===== config.mk =====
export PLATFORM = sky130hd
export DESIGN_NAME = hawk_axird_arb_flat
export DESIGN_NICKNAME = d
export VERILOG_FILES = /design/src/rtl/hacd_pkg.sv /design/src/rtl/hawk_axird_arb_if.sv /design/src/rtl/hawk_arb_order_fifo.sv /design/src/rtl/hawk_axird_arb.sv /design/src/flat_wrapper.sv
export SDC_FILE = /design/constraint.sdc
export NUM_CORES = 1
export LEC_CHECK = 0
export BUFFER_PORTS_ARGS = -buffer_cell sky130_fd_sc_hd__buf_4
export CAP_MARGIN = 20
export CORE_AREA = 2 2 544 546
export CTS_BUF_LIST = sky130_fd_sc_hd__clkbuf_4
export CTS_CLUSTER_DIAMETER = 150
export DETAILED_ROUTE_END_ITERATION = 16
export DIE_AREA = 0 0 546 548
export PLACE_DENSITY = 0.3
export SLEW_MARGIN = 10
export SYNTH_ARGS = -nofsm -noshare
export SYNTH_HDL_FRONTEND = slang
export SYNTH_SLANG_ARGS = --single-unit

===== constraint.sdc =====
create_clock -name clk_i -period 2.9 [get_ports clk_i]
set_input_delay 0.435 -clock clk_i [delete_from_list [all_inputs] [get_ports clk_i]]
set_output_delay 0.435 -clock clk_i [all_outputs]
set_load 0.1 [all_outputs]

===== src/rtl/hacd_pkg.sv =====
`default_nettype none
// ============================================================================
// Module   : hacd_pkg
// Desc     : Shared types and defaults for the Hawk AXI read arbiter.
// Revision : 1.0
// ============================================================================
package hacd_pkg;

    typedef enum logic {
        ARB_FIXED = 1'b0,
        ARB_RR    = 1'b1
    } arb_mode_e;

    localparam int OSTD_DEPTH_DEF = 8;

endpackage
`default_nettype wire


===== src/rtl/hawk_axird_arb_if.sv =====
`default_nettype none
// ============================================================================
// Module   : hawk_axird_arb_if
// Desc     : AXI4 AR/R bundle; NUM_MSTR lanes of AR valid/ready, shared R data.
// Revision : 1.0
// ============================================================================
interface hawk_axird_arb_if #(
    parameter int NUM_MSTR = 1,
    parameter int ADDR_W   = 64,
    parameter int DATA_W   = 512,
    parameter int ID_W     = 6,
    parameter int LEN_W    = 8
);
    logic [NUM_MSTR-1:0]        arvalid;
    logic [NUM_MSTR-1:0]        arready;
    logic [NUM_MSTR*ADDR_W-1:0] araddr;
    logic [NUM_MSTR*ID_W-1:0]   arid;
    logic [NUM_MSTR*LEN_W-1:0]  arlen;
    logic [NUM_MSTR-1:0]        rvalid;
    logic [NUM_MSTR-1:0]        rready;
    logic [DATA_W-1:0]          rdata;
    logic [ID_W-1:0]            rid;
    logic [1:0]                 rresp;
    logic                       rlast;

    modport master (
        output arvalid, araddr, arid, arlen, rready,
        input  arready, rvalid, rdata, rid, rresp, rlast
    );

    modport slave (
        input  arvalid, araddr, arid, arlen, rready,
        output arready, rvalid, rdata, rid, rresp, rlast
    );
endinterface
`default_nettype wire


===== src/rtl/hawk_arb_order_fifo.sv =====
`default_nettype none
// ============================================================================
// Module   : hawk_arb_order_fifo
// Desc     : Synchronous FIFO, extra-MSB pointers; push accepted when full if popping.
// Revision : 1.0
// ============================================================================
module hawk_arb_order_fifo #(
    parameter int WIDTH = 1,
    parameter int DEPTH = 8
) (
    input  wire logic                   clk_i,
    input  wire logic                   rst_ni,
    input  wire logic                   push,
    input  wire logic [WIDTH-1:0]       push_data,
    input  wire logic                   pop,
    output logic      [WIDTH-1:0]       pop_data,
    output logic                        full,
    output logic                        empty,
    output logic      [$clog2(DEPTH):0] count
);
    localparam int AW = $clog2(DEPTH);

    logic [AW:0]      r_wr_ptr;
    logic [AW:0]      r_rd_ptr;
    logic [WIDTH-1:0] r_mem [DEPTH];
    logic             w_do_push;
    logic             w_do_pop;

    assign empty     = (r_wr_ptr == r_rd_ptr);
    assign full      = (r_wr_ptr[AW] != r_rd_ptr[AW]) && (r_wr_ptr[AW-1:0] == r_rd_ptr[AW-1:0]);
    assign count     = r_wr_ptr - r_rd_ptr;
    assign pop_data  = r_mem[r_rd_ptr[AW-1:0]];
    assign w_do_pop  = pop & ~empty;
    // When full, the slot being written is the head being popped this cycle.
    assign w_do_push = push & (~full | w_do_pop);

    always_ff @(posedge clk_i or negedge rst_ni) begin
        if (!rst_ni) begin
            r_wr_ptr <= '0;
            r_rd_ptr <= '0;
        end else begin
            if (w_do_push) r_wr_ptr <= r_wr_ptr + 1'b1;
            if (w_do_pop)  r_rd_ptr <= r_rd_ptr + 1'b1;
        end
    end

    always_ff @(posedge clk_i) begin
        if (w_do_push) r_mem[r_wr_ptr[AW-1:0]] <= push_data;
    end
endmodule
`default_nettype wire


===== src/rtl/hawk_axird_arb.sv =====
`default_nettype none
// ============================================================================
// Module   : hawk_axird_arb
// Desc     : N-master AXI4 read arbiter, registered AR slice, in-order R routing.
// Revision : 1.0
// ============================================================================
module hawk_axird_arb
    import hacd_pkg::*;
#(
    parameter int NUM_MSTR   = 2,
    parameter int ADDR_W     = 64,
    parameter int DATA_W     = 512,
    parameter int ID_W       = 6,
    parameter int LEN_W      = 8,
    parameter int OSTD_DEPTH = OSTD_DEPTH_DEF,
    parameter int ARB_MODE   = 1
) (
    input  wire logic                          clk_i,
    input  wire logic                          rst_ni,
    hawk_axird_arb_if.slave                    s,
    hawk_axird_arb_if.master                   m,
    input  wire logic [NUM_MSTR-1:0]           excl_mask,
    output logic      [$clog2(OSTD_DEPTH):0]   ostd_cnt,
    output logic                               orphan_err
);
    localparam int        IDX_W = (NUM_MSTR > 1) ? $clog2(NUM_MSTR) : 1;
    localparam arb_mode_e MODE  = arb_mode_e'(ARB_MODE[0]);

    logic              r_arvalid;
    logic [ADDR_W-1:0] r_araddr;
    logic [ID_W-1:0]   r_arid;
    logic [LEN_W-1:0]  r_arlen;
    logic [IDX_W-1:0]  r_rr_ptr;
    logic              r_orphan;

    logic [NUM_MSTR-1:0] w_eligible;
    logic                w_found;
    logic [IDX_W-1:0]    w_gnt_idx;
    logic [IDX_W-1:0]    w_idx;
    logic                w_grant;
    logic                w_fifo_full;
    logic                w_fifo_empty;
    logic [IDX_W-1:0]    w_head;
    logic                w_mrready;
    logic                w_pop;
    logic [DATA_W-1:0]   w_rdata;

    assign w_eligible = s.arvalid & ~excl_mask;

    always_comb begin
        w_found   = 1'b0;
        w_gnt_idx = '0;
        w_idx     = '0;
        for (int k = 0; k < NUM_MSTR; k++) begin
            if (MODE == ARB_RR) w_idx = IDX_W'((int'(r_rr_ptr) + k) % NUM_MSTR);
            else                w_idx = IDX_W'(k);
            if (!w_found && w_eligible[w_idx]) begin
                w_found   = 1'b1;
                w_gnt_idx = w_idx;
            end
        end
    end

    // A grant needs room in the slice and an order slot (a retiring burst frees one).
    assign w_grant   = w_found && (!r_arvalid || m.arready) && (!w_fifo_full || w_pop);
    assign s.arready = w_grant ? (NUM_MSTR'(1) << w_gnt_idx) : '0;

    assign m.arvalid = r_arvalid;
    assign m.araddr  = r_araddr;
    assign m.arid    = r_arid;
    assign m.arlen   = r_arlen;

    always_ff @(posedge clk_i or negedge rst_ni) begin
        if (!rst_ni) begin
            r_arvalid <= 1'b0;
            r_araddr  <= '0;
            r_arid    <= '0;
            r_arlen   <= '0;
            r_rr_ptr  <= '0;
            r_orphan  <= 1'b0;
        end else begin
            if (w_grant) begin
                r_arvalid <= 1'b1;
                r_araddr  <= s.araddr[w_gnt_idx*ADDR_W +: ADDR_W];
                r_arid    <= s.arid[w_gnt_idx*ID_W +: ID_W];
                r_arlen   <= s.arlen[w_gnt_idx*LEN_W +: LEN_W];
                r_rr_ptr  <= (w_gnt_idx == IDX_W'(NUM_MSTR-1)) ? '0 : w_gnt_idx + 1'b1;
            end else if (m.arready) begin
                r_arvalid <= 1'b0;
            end
            if (m.rvalid && w_fifo_empty) r_orphan <= 1'b1;
        end
    end

    hawk_arb_order_fifo #(
        .WIDTH (IDX_W),
        .DEPTH (OSTD_DEPTH)
    ) u_order_fifo (
        .clk_i     (clk_i),
        .rst_ni    (rst_ni),
        .push      (w_grant),
        .push_data (w_gnt_idx),
        .pop       (w_pop),
        .pop_data  (w_head),
        .full      (w_fifo_full),
        .empty     (w_fifo_empty),
        .count     (ostd_cnt)
    );

    // Beats always belong to the oldest granted burst; the head retires on rlast.
    assign w_mrready = s.rready[w_head] & ~w_fifo_empty;
    assign w_pop     = m.rvalid & w_mrready & m.rlast;
    assign m.rready  = w_mrready;
    assign s.rvalid  = (m.rvalid && !w_fifo_empty) ? (NUM_MSTR'(1) << w_head) : '0;

    assign w_rdata    = m.rdata;
    assign s.rdata    = w_rdata;
    assign s.rid      = m.rid;
    assign s.rresp    = m.rresp;
    assign s.rlast    = m.rlast;
    assign orphan_err = r_orphan;
endmodule
`default_nettype wire


===== src/flat_wrapper.sv =====
// flat-port wrapper written by rule: the top's interface ports become plain ports
module hawk_axird_arb_flat import hacd_pkg::*;
#(
    parameter int NUM_MSTR   = 2,
    parameter int ADDR_W     = 64,
    parameter int DATA_W     = 512,
    parameter int ID_W       = 6,
    parameter int LEN_W      = 8,
    parameter int OSTD_DEPTH = OSTD_DEPTH_DEF,
    parameter int ARB_MODE   = 1
)
  (clk_i, rst_ni, excl_mask, ostd_cnt, orphan_err, s_arvalid, s_araddr, s_arid, s_arlen, s_rready, s_arready, s_rvalid, s_rdata, s_rid, s_rresp, s_rlast, m_arvalid, m_araddr, m_arid, m_arlen, m_rready, m_arready, m_rvalid, m_rdata, m_rid, m_rresp, m_rlast);
  hawk_axird_arb_if #(.NUM_MSTR(NUM_MSTR), .ADDR_W(ADDR_W), .DATA_W(DATA_W), .ID_W(ID_W), .LEN_W(LEN_W)) s_i ();
  hawk_axird_arb_if #(.NUM_MSTR(NUM_MSTR), .ADDR_W(ADDR_W), .DATA_W(DATA_W), .ID_W(ID_W), .LEN_W(LEN_W)) m_i ();
  input  wire logic clk_i;
  input  wire logic rst_ni;
  input  wire logic [NUM_MSTR-1:0] excl_mask;
  output logic      [$clog2(OSTD_DEPTH):0] ostd_cnt;
  output logic orphan_err;
  input wire logic [$bits(s_i.arvalid)-1:0] s_arvalid;
  input wire logic [$bits(s_i.araddr)-1:0] s_araddr;
  input wire logic [$bits(s_i.arid)-1:0] s_arid;
  input wire logic [$bits(s_i.arlen)-1:0] s_arlen;
  input wire logic [$bits(s_i.rready)-1:0] s_rready;
  output wire logic [$bits(s_i.arready)-1:0] s_arready;
  output wire logic [$bits(s_i.rvalid)-1:0] s_rvalid;
  output wire logic [$bits(s_i.rdata)-1:0] s_rdata;
  output wire logic [$bits(s_i.rid)-1:0] s_rid;
  output wire logic [$bits(s_i.rresp)-1:0] s_rresp;
  output wire logic [$bits(s_i.rlast)-1:0] s_rlast;
  output wire logic [$bits(m_i.arvalid)-1:0] m_arvalid;
  output wire logic [$bits(m_i.araddr)-1:0] m_araddr;
  output wire logic [$bits(m_i.arid)-1:0] m_arid;
  output wire logic [$bits(m_i.arlen)-1:0] m_arlen;
  output wire logic [$bits(m_i.rready)-1:0] m_rready;
  input wire logic [$bits(m_i.arready)-1:0] m_arready;
  input wire logic [$bits(m_i.rvalid)-1:0] m_rvalid;
  input wire logic [$bits(m_i.rdata)-1:0] m_rdata;
  input wire logic [$bits(m_i.rid)-1:0] m_rid;
  input wire logic [$bits(m_i.rresp)-1:0] m_rresp;
  input wire logic [$bits(m_i.rlast)-1:0] m_rlast;
  assign s_i.arvalid = s_arvalid;
  assign s_i.araddr = s_araddr;
  assign s_i.arid = s_arid;
  assign s_i.arlen = s_arlen;
  assign s_i.rready = s_rready;
  assign s_arready = s_i.arready;
  assign s_rvalid = s_i.rvalid;
  assign s_rdata = s_i.rdata;
  assign s_rid = s_i.rid;
  assign s_rresp = s_i.rresp;
  assign s_rlast = s_i.rlast;
  assign m_arvalid = m_i.arvalid;
  assign m_araddr = m_i.araddr;
  assign m_arid = m_i.arid;
  assign m_arlen = m_i.arlen;
  assign m_rready = m_i.rready;
  assign m_i.arready = m_arready;
  assign m_i.rvalid = m_rvalid;
  assign m_i.rdata = m_rdata;
  assign m_i.rid = m_rid;
  assign m_i.rresp = m_rresp;
  assign m_i.rlast = m_rlast;
  hawk_axird_arb #(.NUM_MSTR(NUM_MSTR), .ADDR_W(ADDR_W), .DATA_W(DATA_W), .ID_W(ID_W), .LEN_W(LEN_W), .OSTD_DEPTH(OSTD_DEPTH), .ARB_MODE(ARB_MODE)) u_core (.clk_i(clk_i), .rst_ni(rst_ni), .s(s_i), .m(m_i), .excl_mask(excl_mask), .ostd_cnt(ostd_cnt), .orphan_err(orphan_err));
endmodule

# --- Yosys cells after proc, flatten, opt, wreduce, memory -nomap -nowiden ---
# Memories as Yosys holds them, arrays and structs flattened.
# Index checks and enable logic that the tools add are counted.
word_totals:
  ff_bits: 89
  ram_bits: 8
  memories: 1
mem_list:
  columns: ["name", "depth", "width", "read_ports", "rd_ports_with_merged_regs", "wr", "line", "rtl"]
  rows:
  - ["u_core.u_order_fifo.r_mem", 8, 1, 1, 0, 1, "hawk_arb_order_fifo.sv:25", "logic [WIDTH-1:0] r_mem [DEPTH];"]
classes:
  n_addsub: 5
  multipliers: 1
  magnitude_cmp: 3
  n_eq_ne: 3
  shift: 5
  muxes: 17
  n_bitwise: 10
  n_reduce_logical: 14
op_table:
  columns: ["operator", "n"]
  rows:
  - ["$shiftx 128x8->64", 1]
  - ["$shiftx 16x5->8", 1]
  - ["$mux 1", 15]
  - ["$shiftx 12x5->6", 1]
  - ["$add 4x1->4 const B", 2]
  - ["$lt 1x2->1 const B", 3]
  - ["$and 1x1->1", 5]
  - ["$eq 4x4->1", 1]
  - ["$logic_and 1x1->1", 4]
  - ["$logic_and 2x1->1", 2]
  - ["$logic_not 1->1", 4]
  - ["$mux 2", 2]
  - ["$reduce_bool 2->1", 2]
  - ["$shl 1x1->2 const A", 2]
  - ["$sub 4x4->4", 1]
  - ["$eq 3x3->1", 1]
  - ["$mul 1x2->3 const B", 1]
  - ["$add 1x1->1 const B", 2]
  - ["$and 2x2->2", 1]
  - ["$logic_or 1x2->1", 1]
  - ["$not 1->1", 2]
  - ["$not 2->2", 1]
  - ["$logic_or 1x1->1", 1]
  - ["$ne 1x1->1", 1]
  - ["$or 1x1->1", 1]

# --- Depth between registers and ports, before layout ---
logic_depth:
  depth_word: 13
  depth_mapped: 9
  depth_no_buf: 7

# --- By module ---
# Synthesis repeated with hierarchy kept, for this count alone.
unflattened:
  cells_unflattened: 953
  area_unflattened_um2: 9646.8
modules_own_cells:
  columns: ["mod", "instances", "cells_per_inst", "area_each_um2"]
  rows:
  - ["hawk_axird_arb", 1, 880, 8788.4]
  - ["hawk_arb_order_fifo", 1, 73, 858.3]

# --- Worst setup path before layout ---
# No wires, ideal clock.
synth_path:
  kind: "reg-to-output"
  from: "register u_core.u_order_fifo.r_rd_ptr[0]"
  to: "output port s_rvalid[0]"
  t_arrival_ns: 3.390
  t_required_ns: 2.465
  slack_ns: -0.925
  path_stages_with_launch: 4
  path_cell_list: "dfrtp_1 > mux4_2 > mux2_2 > nor3_1"
synth_between:
  elab_chain_len: 4
  word_cells_on_any_way: 6
  cone_classes: "eq/ne: 1; shift: 1; mux: 1; reduce/logical: 2; memory: 1"
synth_lines:
  columns: ["element", "line", "rtl"]
  rows:
  - ["start: declaration", "hawk_arb_order_fifo.sv:24", "logic [AW:0] r_rd_ptr;"]
  - ["start signal: assignment", "hawk_arb_order_fifo.sv:43", "if (w_do_pop) r_rd_ptr <= r_rd_ptr + 1'b1;"]
  - ["parallel branches: the longest is 3 deep, another holds $mem_v2 8x1", null, null]
  - ["$mux 2 *", "hawk_axird_arb.sv:114", "assign s.rvalid = (m.rvalid && !w_fifo_empty) ? (NUM_MSTR'(1) << w_head) : '0;"]
  - ["end: declaration", "flat_wrapper.sv:26", "output wire logic [$bits(s_i.rvalid)-1:0] s_rvalid;"]
# Mark *: on every way between the ends.

# --- Worst setup path after layout ---
layout_path:
  from: "register u_core.u_order_fifo.r_rd_ptr[0]"
  to: "output port s_arready[0]"
layout_between:
  elab_chain_len: 9
  word_cells_on_any_way: 14
  cone_classes: "eq/ne: 2; mux: 3; bitwise: 4; reduce/logical: 4; memory: 1"
layout_lines:
  columns: ["element", "line", "rtl"]
  rows:
  - ["$mem_v2 8x1", null, null]
  - ["$mux 1 (not written as such) (2 in series)", "hawk_axird_arb.sv:111", "assign w_mrready = s.rready[w_head] & ~w_fifo_empty;"]
  - ["$and 1x1->1", "hawk_axird_arb.sv:111", null]
  - ["$and 1x1->1 (2 in series)", "hawk_axird_arb.sv:112", "assign w_pop = m.rvalid & w_mrready & m.rlast;"]
  - ["$logic_or 1x1->1 *", "hawk_axird_arb.sv:65", "assign w_grant = w_found && (!r_arvalid || m.arready) && (!w_fifo_full || w_pop);"]
  - ["$logic_and 1x1->1 *", "hawk_axird_arb.sv:65", null]
  - ["$mux 2 *", "hawk_axird_arb.sv:66", "assign s.arready = w_grant ? (NUM_MSTR'(1) << w_gnt_idx) : '0;"]
  - ["end: declaration", "flat_wrapper.sv:25", "output wire logic [$bits(s_i.arready)-1:0] s_arready;"]
# Every way passes the cells marked *; elsewhere a longest branch is shown, timed or not. The select of a mux whose other input is x is not followed.

==> impl_metrics.csv <==
group,metric,value,unit
status,status,"complete, but fails checks",
status,violations,"setup timing",
critical_path,crit_chain,"mux4_2 > mux2_4 > buf_6 > mux2_4 > o21ai_4 > nor2_4 > buf_12",
timing,finalCritPeriodShare,108,%
yosys,syn_inst,952,
timing,worst_hold_slack,0.161,ns
global_routing,first_global_vias,5908,
route,drt_pass1_iterations,4,
clocking,htreeDepth,3,
final_layout,multiInputGateArea,0.00285,sq mm
critical_path,critical_path.startpoint,"u_core.u_order_fifo.r_rd_ptr[0]$_DFFE_PN0P_",
route,postRouteAntennaNets,0,
critical_path,cp_num_buf_inv,2,
timing,setup_violations,5,
final_layout,final_common_cell,"buf_4",
clocking,cts_tree,"done",
route,wl_per_cell,35.3,um
floorplanning,io-pin-count,1379,
critical_path,cpMaxStageDelayCell,"mux4_2",
final_layout,syn2layout_area_growth,36.2,%
floorplanning,std_cell_rows,199,
yosys,synth_seq_cells,97,
route,vias,5791,
yosys,synth_top_area_share,47.2,%
floorplanning,die-area,0.299,sq mm
placed_design,dp_hpwl,157,mm
timing,rsz0062_at_grt,"yes",
floorplanning,core_area,0.293,sq mm
yosys,synth_ff_type,"dfrtp_1",
critical_path,start_kind,"flop",
critical_path,reg2reg_depth,7,
clocking,cts.sinks,97,
global_routing,antenna_found_initial,20,
floorplanning,initial_utilization,3.27,%
final_layout,fin_cells,4676,
yosys,yosysSeqAreaShare,25.7,%
critical_path,path_depth,7,
floorplanning,dieWidth,546,um
placed_design,pre_cts_slack,-0.0730,ns
global_routing,grt.overflow.total,0,
timing,layout_setup_ws,-0.229,ns
final_layout,final_util,4.46,%
final_layout,layout.nets,1440,
yosys,yosys.area.top_type,"buf_4",
yosys,yosys_warnings,0,
timing,post-route-min-period,3.13,ns
critical_path,reg2reg_from,"u_core.u_order_fifo.r_rd_ptr[0]$_DFFE_PN0P_",
power,powerDensity,954,mW/mm^2
critical_path,endpoint,"s_arready[0]",
timing,tightest_slew,0.736,ns
power,fin_total_pwr,0.0125,W
floorplanning,die_y,548,um
power,leakage,4.05,nW
clocking,clk_latency,0.64,ns
clocking,clockRootBuffer,"clkbuf_4",
critical_path,end_kind,"primary output",
final_layout,fillCellCount,34700,
route,remaining_drc_errors,0,
timing,finalHoldViolCount,0,
clocking,clkSlewWorstSetupHoldPaths,0.19,ns
critical_path,required,2.47,ns
clocking,clock_tree.buffer_depth,2,
critical_path,r2r_setup_slack,0.14,ns
critical_path,worst-path-max-fanout,3,
global_routing,grtUsageTotal,10.6,%
clocking,cts_inserted_buffers,9,
final_layout,seqCellArea,0.00247,sq mm
yosys,synthArstFlopShare,91.8,%
critical_path,path_delay_family,"multiplexers",
hold_path,min_path_type,"input port to flop",
yosys,synth_area,0.00959,sq mm
yosys,synthDistinctLibCells,39,
placed_design,place_congestion,0.776,
timing,slew_headroom,51.0,%
critical_path,critPathArrivalTime,2.69,ns
yosys,synth_edf_count,8,
hold_path,worstHoldStart,"s_araddr[51]",
timing,fmax,320,MHz
placed_design,dp_cells,4612,
run,maxCapViolations,0,
timing,maxSlewViolCount,0,
power,peakVddDrop,738,uV
route,wirelength,165,mm
timing,fin_worst_skew,0.0469,ns
global_routing,grt_start_max_net_pins,60,
critical_path,cpPeakStageDelay,0.49,ns
yosys,synthTopCellsByArea,"buf_4 47%, dfrtp_1 23%, mux2_2 13%",
route,via_per_inst,1.24,
global_routing,grt_pass1_wl,180,mm
final_layout,final_cell_mix,"273 x buf_4, 113 x mux2_2, 87 x dfrtp_1",
yosys,postSynthAreaPerCell,10.1,sq um
placed_design,port_buffers,258,
route,drt-initial-drc-count,187,
critical_path,cpMostUsedCell,"mux2_4",
critical_path,critPathKind,"flop to primary output",
final_layout,drive_gt1_share,63.7,%
critical_path,reg2reg_to,"u_core.r_arid[1]$_DFFE_PN0P_",
-- worst min path at each step --
stage,endpoint,cells after the start
floorplan,u_core.orphan_err$_DFFE_PN0P_,0
global placement,u_core.orphan_err$_DFFE_PN0P_,2
detailed placement,u_core.orphan_err$_DFFE_PN0P_,2
CTS,u_core.r_arid[3]$_DFFE_PN0P_,3
global route,u_core.r_araddr[0]$_DFFE_PN0P_,3
finish,u_core.r_araddr[51]$_DFFE_PN0P_,3
-- logic make-up (layout without fill, tap and decap cells) --
logic type | after synthesis | count (layout) | synth area share (%)
AOI/OAI and AO/OA | 13 | 13 | 0.874
and+or+nand+nor | 29 | 29 | 1.63
buffers and inverters | 632 | 351 | 48.8
muxes | 164 | 164 | 21.1
adders and majority gates | 6 | 6 | 0.861
DFF | 97 | 97 | 25.7
xor gates and xnor gates | 10 | 10 | 0.913
other | 1 | 87 | 0.0391
-- final cells by class --
type                            count  share of cell area, %
Sequential cell                    97                   18.9
Multi-Input combinational cell    302                   21.8
Timing Repair Buffer              325                   20.5
Clock buffer                       11                  0.632
Antenna cell                        7                  0.134
Tap cell                         3919                   37.5
Clock inverter                      5                  0.249
Inverter                           10                  0.287
-- sequential cells by signal, indices dropped and copies added (netlist names) --
register                      count
u_core.r_araddr                  64
u_core.r_arlen                    8
u_core.u_order_fifo.r_mem         8
u_core.r_arid                     6
u_core.u_order_fifo.r_rd_ptr      4
u_core.u_order_fifo.r_wr_ptr      4
u_core.orphan_err                 1
u_core.r_arvalid                  1
u_core.r_rr_ptr                   1
-- layer usage --
| layer | wire [um] | GRT usage (%) | share of wire, % | vias up |
|---|---|---|---|---|
| met5 | 1640 | 3.69 | 0.99 | - |
| li1 | - | - | - | 1976 |
| met3 | 70200 | 21.2 | 43 | 167 |
| met2 | 70100 | 15.9 | 42 | 1352 |
| met1 | 20200 | 3.69 | 12 | 2266 |
| met4 | 2800 | 1.87 | 1.7 | 30 |
-- timing repair --
action                                  in CTS  in global routing
gates resized for setup                     34                  9
buffers inserted                             2                  2
endpoints found under the setup margin      31                 26
pin swaps                                    5                  3
hold buffers                                37                  0
gates cloned                                 0                  0
endpoints found under the hold margin       52                  0
-- cells in the mapped netlist (5+ instances only) --
| library cell | n |
|---|---|
| nand2_1 | 5 |
| mux2_4 | 40 |
| clkbuf_1 | 8 |
| xnor2_1 | 8 |
| dfrtp_1 | 89 |
| inv_1 | 10 |
| buf_6 | 6 |
| nor2_1 | 6 |
| mux2_2 | 115 |
| edfxtp_1 | 8 |
| buf_4 | 603 |
| ha_1 | 5 |
-- power breakdown --
part / switching (W) / internal [W] / total (W)
Sequential: 0.000350 / 0.00192 / 0.00227
Combinational: 0.00694 / 0.00241 / 0.00935
Clock: 0.000659 / 0.000191 / 0.000850
-- tightest hold or removal path, cell delays in order --
cell    delay (ns)
buf_4         0.08
mux2_2        0.13
mux2_1        0.11
-- per-stage QoR --
step	setup TNS [ns]	cell area, sq um
5_1_grt	-1.89	13100
3_5_place_dp	-1.38	12400
4_1_cts	-1.61	13000
3_3_place_gp	-1.06	12400
6_report	-0.832	13100
2_1_floorplan	-0.0759	9930
(Power assumes the default switching activity.)
